## src/rtl/xswitch_out_arbiter.sv

```systemverilog
`default_nettype none
// +--------------------------------------------------------------------------+
// | xswitch_out_arbiter                                                      |
// | Per-output round-robin arbiter driving the xswitch crossbar selects.     |
// | Optional grant timeout enabled by defining ARB_TIMEOUT_EN.               |
// | Revision: 1.0                                                            |
// +--------------------------------------------------------------------------+
module xswitch_out_arbiter #(
  parameter int N_PORTS     = 4,
  parameter int AW          = $clog2(N_PORTS),
  parameter int TIMEOUT_CYC = 16
) (
  input  logic                  clk,
  input  logic                  reset,
  input  logic [N_PORTS-1:0]    valid_in,
  input  logic [N_PORTS*AW-1:0] addr_in,
  input  logic [N_PORTS-1:0]    rcv_rdy,
  input  logic [N_PORTS-1:0]    data_rd,
  output logic [N_PORTS-1:0]    ack_in,
  output logic [N_PORTS-1:0]    valid_out,
  output logic [N_PORTS*AW-1:0] sel_out,
  output logic [N_PORTS-1:0]    to_err
);

  localparam logic [0:0] c_idle  = 1'b0;
  localparam logic [0:0] c_grant = 1'b1;

  logic [N_PORTS-1:0]    r_ack_in;
  logic [N_PORTS-1:0]    w_ack_nxt;
  logic [N_PORTS-1:0]    w_ack_req;
  logic [N_PORTS-1:0]    w_granted;
  logic [N_PORTS-1:0]    w_busy;
  logic [N_PORTS*AW-1:0] w_sel;

  // Inputs already holding a grant anywhere are kept out of every search,
  // so a mid-grant address change can never produce a second grant.
  always_comb begin
    w_busy = '0;
    for (int j = 0; j < N_PORTS; j++) begin
      if (w_granted[j]) begin
        w_busy[w_sel[j*AW +: AW]] = 1'b1;
      end
    end
  end

  always_comb begin
    w_ack_nxt = '0;
    for (int j = 0; j < N_PORTS; j++) begin
      if (w_ack_req[j]) begin
        w_ack_nxt[w_sel[j*AW +: AW]] = 1'b1;
      end
    end
  end

  always_ff @(posedge clk or negedge reset) begin
    if (!reset) begin
      r_ack_in <= '0;
    end else begin
      r_ack_in <= w_ack_nxt;
    end
  end

  assign ack_in  = r_ack_in;
  assign sel_out = w_sel;

  for (genvar j = 0; j < N_PORTS; j++) begin : g_out
    logic [0:0]         r_state;
    logic [AW-1:0]      r_ptr;
    logic [AW-1:0]      r_sel;
    logic               r_valid;
    logic [N_PORTS-1:0] w_req;
    logic [AW-1:0]      w_winner;
    logic               w_found;
    logic               w_in_grant;
    logic               w_rel_rd;
    logic               w_rel_wd;
    logic               w_rel_to;

    always_comb begin
      for (int i = 0; i < N_PORTS; i++) begin
        w_req[i] = valid_in[i] && (addr_in[i*AW +: AW] == AW'(j)) &&
                   !r_ack_in[i] && !w_busy[i];
      end
    end

    // Search starts at r_ptr; AW-bit wrap gives the mod N_PORTS step.
    always_comb begin
      logic [AW-1:0] idx;
      w_found  = 1'b0;
      w_winner = '0;
      idx      = '0;
      for (int k = 0; k < N_PORTS; k++) begin
        idx = r_ptr + AW'(k);
        if (!w_found && w_req[idx]) begin
          w_found  = 1'b1;
          w_winner = idx;
        end
      end
    end

    assign w_in_grant = (r_state == c_grant);
    assign w_rel_rd   = w_in_grant && data_rd[j];
    assign w_rel_wd   = w_in_grant && !data_rd[j] && !valid_in[r_sel];

`ifdef ARB_TIMEOUT_EN
    localparam int c_cw = $clog2(TIMEOUT_CYC + 1);

    logic [c_cw-1:0] r_cnt;
    logic            r_to_err;

    assign w_rel_to = w_in_grant && !data_rd[j] && valid_in[r_sel] &&
                      (r_cnt == c_cw'(TIMEOUT_CYC - 1));

    always_ff @(posedge clk or negedge reset) begin
      if (!reset) begin
        r_cnt    <= '0;
        r_to_err <= 1'b0;
      end else begin
        r_to_err <= w_rel_to;
        if (!w_in_grant) begin
          r_cnt <= '0;
        end else begin
          r_cnt <= r_cnt + 1'b1;
        end
      end
    end

    assign to_err[j] = r_to_err;
`else
    assign w_rel_to  = 1'b0;
    assign to_err[j] = 1'b0;
`endif

    always_ff @(posedge clk or negedge reset) begin
      if (!reset) begin
        r_state <= c_idle;
        r_ptr   <= '0;
        r_sel   <= '0;
        r_valid <= 1'b0;
      end else begin
        case (r_state)
          c_idle: begin
            if (w_found && rcv_rdy[j]) begin
              r_state <= c_grant;
              r_sel   <= w_winner;
              r_valid <= 1'b1;
            end
          end
          default: begin
            if (w_rel_rd || w_rel_to) begin
              r_state <= c_idle;
              r_valid <= 1'b0;
              r_ptr   <= r_sel + AW'(1);
            end else if (w_rel_wd) begin
              r_state <= c_idle;
              r_valid <= 1'b0;
            end
          end
        endcase
      end
    end

    assign valid_out[j]         = r_valid;
    assign w_sel[j*AW +: AW]    = r_sel;
    assign w_granted[j]         = w_in_grant;
    assign w_ack_req[j]         = w_rel_rd;
  end

endmodule
`default_nettype wire

```

## config.mk

```make
export PLATFORM = sky130hd
export DESIGN_NAME = xswitch_out_arbiter
export DESIGN_NICKNAME = d
export VERILOG_FILES = /design/src/rtl/xswitch_out_arbiter.sv
export SDC_FILE = /design/constraint.sdc
export NUM_CORES = 1
export LEC_CHECK = 0
export CORE_UTILIZATION = 30
export CTS_CLUSTER_SIZE = 25
export DETAILED_ROUTE_END_ITERATION = 7
export PLACE_DENSITY = 0.59
export SLEW_MARGIN = 5
export SYNTH_ARGS = -nofsm -noshare
export SYNTH_HDL_FRONTEND = slang
export SYNTH_SLANG_ARGS = --single-unit
```

## constraint.sdc

```tcl
create_clock -name clk -period 3.2 [get_ports clk]
set_input_delay 0.32 -clock clk [delete_from_list [all_inputs] [get_ports clk]]
set_output_delay 0.32 -clock clk [all_outputs]
set_load 0.005 [all_outputs]
```

==> flow_summary.yaml, run 1 <==
route:
  vias: 1921
  ant_nets: 0
  drtPass1Iterations: 4
  wire_per_inst_um: 15.9
  drt_wl_total_um: 5800
  drt_iter0_markers: 130
  drc: 0
  vias_per_cell: 5.28
sta:
  final.setup.tns_ns: 0
  fmax_mhz: 416
  rsz0062_at_grt: "false"
  relSlewSlack_pct: 54.8
  fin_skew_ns: 0.00563
  finalCritPeriodShare_pct: 75.0
  finalSetupViolCount: 0
  hold_violations: 0
  tightest_slew_ns: 0.667
  finalMaxSlewViolations: 0
  min_period_ns: 2.40
cts:
  cts_tree: "built"
  cts_setup_buffers: 0
  cts.clk_slew.worst_paths_ns: 0.11
  cts_sinks: 28
  max-clock-path-buffers: 2
  ctsHtreeMaxLevel: 1
  clk_latency_ns: 0.28
  cts_made_buffers: 3
  cts_root_buf: "clkbuf_8"
  post_cts_resized: 0
  hold_buffers: 0
synthesis:
  ys_types: 49
  yosys_warnings: 0
  netlist_area_um2: 2160
  synth_compound_area_share_pct: 20.1
  synth_top_family_by_area: "simple AND/OR/NAND/NOR gates"
  synth_top_area_share_pct: 32.5
  synthAdderAreaFrac_pct: 9.28
  ys_seq_area_share_pct: 32.5
  yosys.area_share.simple_pct: 23.2
  synth_mux_area_share_pct: 7.13
  synth_xor_area_share_pct: 0
  ys_seq_elements: 28
  synth_edf_count: 0
  synth_most_common_cell: "dfrtp_1"
  synth-main-ff-cell: "dfrtp_1"
  ys_top_cells_by_area: "dfrtp_1, ha_1, nand3_1, mux4_2, nand2_1"
  async_flop_share_pct: 100
  synthCells: 237
  synth_top_area_cell: "dfrtp_1"
  syn_avg_cell_area_um2: 9.11
  synthTopCellsByCount: "dfrtp_1, nand2_1, inv_1, nand3_1, ha_1"
setup_path:
  rr_worst_depth: 8
  cp_max_fo: 7
  crit_path_end_kind: "flip-flop"
  required_ns: 3.37
  r2r_slack_ns: 0.80
  r2r_start: "g_out[2].r_sel[0]"
  arrival_ns: 2.57
  start_kind: "flip-flop"
  crit_type: "flip-flop to flip-flop"
  timing.rr.end: "g_out[3].r_sel[1]"
power:
  power.share.combinational_pct: 48.1
  p_switching_mw: 0.781
  seq_power_share_pct: 39.4
  peakVddDrop_uv: 229
  clock_power_share_pct: 12.5
  internal-power_mw: 1.08
  power_density_nw_per_um2: 709
  leakage_nw: 1.10
  p_sw_share_pct: 41.9
cells_and_area:
  antenna_cells: 0
  multi_input_area_um2: 1300
  final_layout_size_suffix_gt1_share_pct: 7.46
  fin_util_pct: 38.3
  register_area_um2: 701
  syn2layout_area_growth_pct: 21.7
  final_nets: 307
  filler_cell_count: 699
flow_run:
  max_cap_viol_count: 0
floorplanning:
  io_pins: 42
  core_um2: 6870
  dieArea_um2: 7540
  die_y_um: 86.8
  die_x_um: 86.8
  start_util_pct: 31.4
  rows: 30
placed_design:
  gp_congestion: 0.938
  dpl.hpwl_um: 4580
  portBuffers: 37
grt:
  grt_overflow: 0
  grt_pass1_wl_um: 9560
  grtUsageTotal_pct: 16.7
  antenna_found_initial: 0
  grt_pass1_vias: 1817
  grt_max_degree: 29
worst_hold_path:
  hold_path.class: "input port to asynchronous set/reset pin"
status:
  status: "finished, final reports clean"
==> final cells by class <==
class	count	share of cell area, %
multi-input combinational	179	49.6
timing repair buffer	38	14.4
sequential	28	26.7
tap	96	4.57
inverter	19	2.71
clock buffer	4	2.10
==> state kept, by name, summed over array words and instances (netlist names) <==
| signal | flops |
|---|---|
| g_out.r_ptr | 8 |
| g_out.r_sel | 8 |
| ack_in | 4 |
| g_out.r_state | 4 |
| g_out.r_valid | 4 |
==> cell usage in the layout (no fill, tap or decap), types with 4 or more instances in the layout <==
cell,instances
a21o_1,4
a21oi_1,5
nand2b_1,6
nand2_1,22
and2_1,4
dfrtp_1,28
nand3_1,18
clkbuf_8,4
o21ai_1,6
a22oi_1,7
nor2_1,5
ha_1,16
a32oi_1,5
inv_1,19
conb_1,4
o21ai_0,9
nor2b_1,9
and3_1,5
nand4_1,11
clkdlybuf4s50_1,37
mux4_2,4
==> metrics by stage <==
stage               std cells  total power [mW]  instance area [µm²]  hold slack [ns]  worst slack [ns]
floorplan                 240              1.28                 2170           0.0244              1.05
global route              364              2.02                 2630            0.446             0.628
finish                    364              1.86                 2630            0.414             0.799
detailed placement        360              1.64                 2570            0.506             0.810
global placement          360              1.62                 2570            0.501             0.858
CTS                       364              1.88                 2630            0.425             0.787
==> critical path, cell delays in order, from the launching register on <==
cell     delay [ns]
dfrtp_1        0.50
inv_1          0.11
ha_1           0.27
a22o_1         0.28
or4_4          0.53
or2_0          0.24
a21oi_1        0.16
a211o_1        0.13
mux2i_1        0.07
==> routing by layer <==
metal | vias up | GRT usage, % | wire [µm] | part of all wire (%)
met5 | - | 0 | 0 | 0
met4 | 0 | 6.21 | 91 | 1.6
met3 | 8 | 3.52 | 353 | 6.1
met2 | 66 | 24.9 | 2660 | 46
met1 | 922 | 23.7 | 2700 | 46
li1 | 925 | - | - | -
==> worst max path at each step <==
stage	start	to	slack, ns	cells past startpoint
2_1_floorplan	g_out[2].r_sel[0]	g_out[3].r_sel[0]	1.05	8
3_3_place_gp	g_out[2].r_sel[0]	g_out[3].r_sel[1]	0.86	8
3_5_place_dp	g_out[2].r_sel[0]	g_out[3].r_sel[1]	0.81	7
4_1_cts	g_out[2].r_sel[0]	g_out[3].r_sel[1]	0.79	7
5_1_grt	g_out[2].r_sel[0]	g_out[3].r_sel[1]	0.63	8
6_report	g_out[2].r_sel[0]	g_out[3].r_sel[1]	0.80	8
==> power by group through the flow <==
stage / sequential (mW) / clock [mW] / combinational (mW)
after floorplan: 0.650 / 0 / 0.629
after global placement: 0.743 / 0 / 0.881
after detailed placement: 0.744 / 0 / 0.894
after CTS: 0.736 / 0.243 / 0.901
after global routing: 0.768 / 0.254 / 0.999
final: 0.734 / 0.233 / 0.897
==> kinds of logic (layout without fill, tap and decap cells) <==
group	Yosys count	in the layout
multiplexers	10	10
other	1	4
AO/OA/AOI/OAI	58	58
buffers and inverters	33	61
AND/OR/NAND/NOR	91	91
flip-flops	28	28
adder cells (fa/ha/maj)	16	16
(Power assumes the default switching activity.)
==> run 2: changes to the inputs <==
--- a/config.mk
+++ b/config.mk
@@ -8,7 +8,7 @@
 export CORE_UTILIZATION = 30
 export CTS_CLUSTER_SIZE = 25
 export DETAILED_ROUTE_END_ITERATION = 7
-export PLACE_DENSITY = 0.59
+export PLACE_DENSITY = 0.61
 export SLEW_MARGIN = 5
 export SYNTH_ARGS = -nofsm -noshare
 export SYNTH_HDL_FRONTEND = slang
==> constraint.sdc (replaced) <==
create_clock -name clk -period 2.17 [get_ports clk]
set_input_delay 0.217 -clock clk [delete_from_list [all_inputs] [get_ports clk]]
set_output_delay 0.217 -clock clk [all_outputs]
set_load 0.005 [all_outputs]
==> flow_summary.yaml, run 2 (synthesis gave the netlist of run 1 again) <==
status:
  status: "finished, violations left"
  violations: "setup timing"
route:
  drt_iter0_markers: 82
  wire_per_inst_um: 16.4
  drt_wl_total_um: 6700
  vias: 2134
  vias_per_cell: 5.23
  drtPass1Iterations: 4
  drc: 0
  ant_nets: 0
floorplanning:
  io_pins: 42
  rows: 30
  dieArea_um2: 7540
  die_x_um: 86.8
  die_y_um: 86.8
  core_um2: 6870
  start_util_pct: 31.4
cts:
  cts_made_buffers: 3
  ctsHtreeMaxLevel: 1
  cts_root_buf: "clkbuf_8"
  hold_buffers: 0
  clk_latency_ns: 0.29
  cts_sinks: 28
  cts.clk_slew.worst_paths_ns: 0.11
  cts_tree: "built"
  max-clock-path-buffers: 2
sta:
  finalCritPeriodShare_pct: 100
  rsz0062_at_grt: "true"
  fmax_mhz: 461
  finalMaxSlewViolations: 0
  hold_violations: 0
  setup_ws_ns: -0.000810
  fin_skew_ns: 0.00229
  min_period_ns: 2.17
  finalSetupViolCount: 1
placed_design:
  dpl.hpwl_um: 4830
  portBuffers: 37
  gp_congestion: 0.882
  dpl_cell_area_um2: 2770
grt:
  grtUsageTotal_pct: 17.9
  antenna_found_initial: 0
  grt_pass1_wl_um: 10400
  grt_pass1_vias: 2117
  grt_max_degree: 29
  grt_overflow: 0
setup_path:
  start_kind: "flip-flop"
  endpoint: "g_out[3].r_sel[0]"
  crit_type: "flip-flop to flip-flop"
  rr_worst_depth: 8
  cp_max_fo: 3
  arrival_ns: 2.36
  required_ns: 2.36
  crit_start: "g_out[2].r_sel[0]"
  crit_path_end_kind: "flip-flop"
  timing.rr.end: "g_out[3].r_sel[0]"
  r2r_slack_ns: -0.0008
  r2r_start: "g_out[2].r_sel[0]"
cells_and_area:
  stdcell_area_um2: 3160
  final_layout_size_suffix_gt1_share_pct: 30.1
  syn2layout_area_growth_pct: 46.6
  reg_top3: "g_out.r_ptr (8), g_out.r_sel (8)"
  filler_cell_count: 653
  antenna_cells: 0
  layout_common_cells: "clkdlybuf4s50_1, buf_4, dfrtp_1"
  fin_util_pct: 46.1
  final_nets: 351
power:
  peakVddDrop_uv: 462
  power_density_nw_per_um2: 1090
  leakage_nw: 1.34
flow_run:
  max_cap_viol_count: 0
worst_hold_path:
  hold_path.class: "input port to asynchronous set/reset pin"
## run 2: changes by cell type in the layout (fill, tap and decap cells not counted), sizes merged
cell,previous run,this run
clkbuf,4,3
buf,1,45
bufinv,0,1
## run 2: per-layer routing
layer / GRT usage (%) / wire [µm] / share of wire [%] / vias to the layer above
met5: 0 / 0 / 0 / -
met2: 29.0 / 3240 / 48 / 63
met3: 2.67 / 382 / 5.7 / 14
met1: 24.3 / 2940 / 44 / 1044
met4: 6.06 / 138 / 2.1 / 0
li1: - / - / - / 1013
## run 2: worst min path at each step
stage                        endpoint  cells after the start              start  slack, ns
CTS                 g_out[1].r_ptr[1]                      2              reset       0.33
detailed placement  g_out[0].r_ptr[0]                      2  g_out[0].r_ptr[0]       0.52
finish               g_out[3].r_state                      2              reset       0.31
global route        g_out[1].r_ptr[0]                      2              reset       0.36
floorplan                   ack_in[0]                      0              reset      -0.08
global placement     g_out[3].r_valid                      1   g_out[3].r_valid       0.50
## run 2: where the power goes
part	switching [mW]	internal, mW
logic	0.894	1.11
clock network	0.189	0.248
registers	0.280	0.738
## run 2: repair_timing
action,in CTS,in global routing
setup endpoints to repair,8,14
hold endpoints to repair,0,0
setup buffers,10,8
pin swaps,8,19
resized for setup,9,38
## run 2: stage by stage
step	setup slack, ns	hold WS, ns	setup TNS (ns)	cells	total power [mW]
CTS	0.00469	0.326	0	400	3.18
global placement	-0.0837	0.497	-0.272	386	2.59
global route	-0.0672	0.357	-0.365	408	3.69
floorplan	0.0151	-0.0786	0	240	1.89
finish	-0.000810	0.305	-0.000810	408	3.46
detailed placement	-0.112	0.518	-0.306	386	2.60
## run 2: layout make-up
class	instances	area, µm²	area share, %
clock buffers	3	41.3	1.30
clock inverters	1	30.0	0.949
inverters	19	71.3	2.25
multi-input cells	179	1460	46.2
flip-flops and latches	28	701	22.1
well taps	96	120	3.80
repair buffers	82	738	23.3
## run 2: critical path, stage by stage (launching register included)
cell     delay, ns
dfrtp_1       0.41
inv_1         0.08
ha_2          0.20
a22o_1        0.23
or4_4         0.54
or2_4         0.28
a21oi_1       0.13
a221o_1       0.13
mux2i_1       0.06
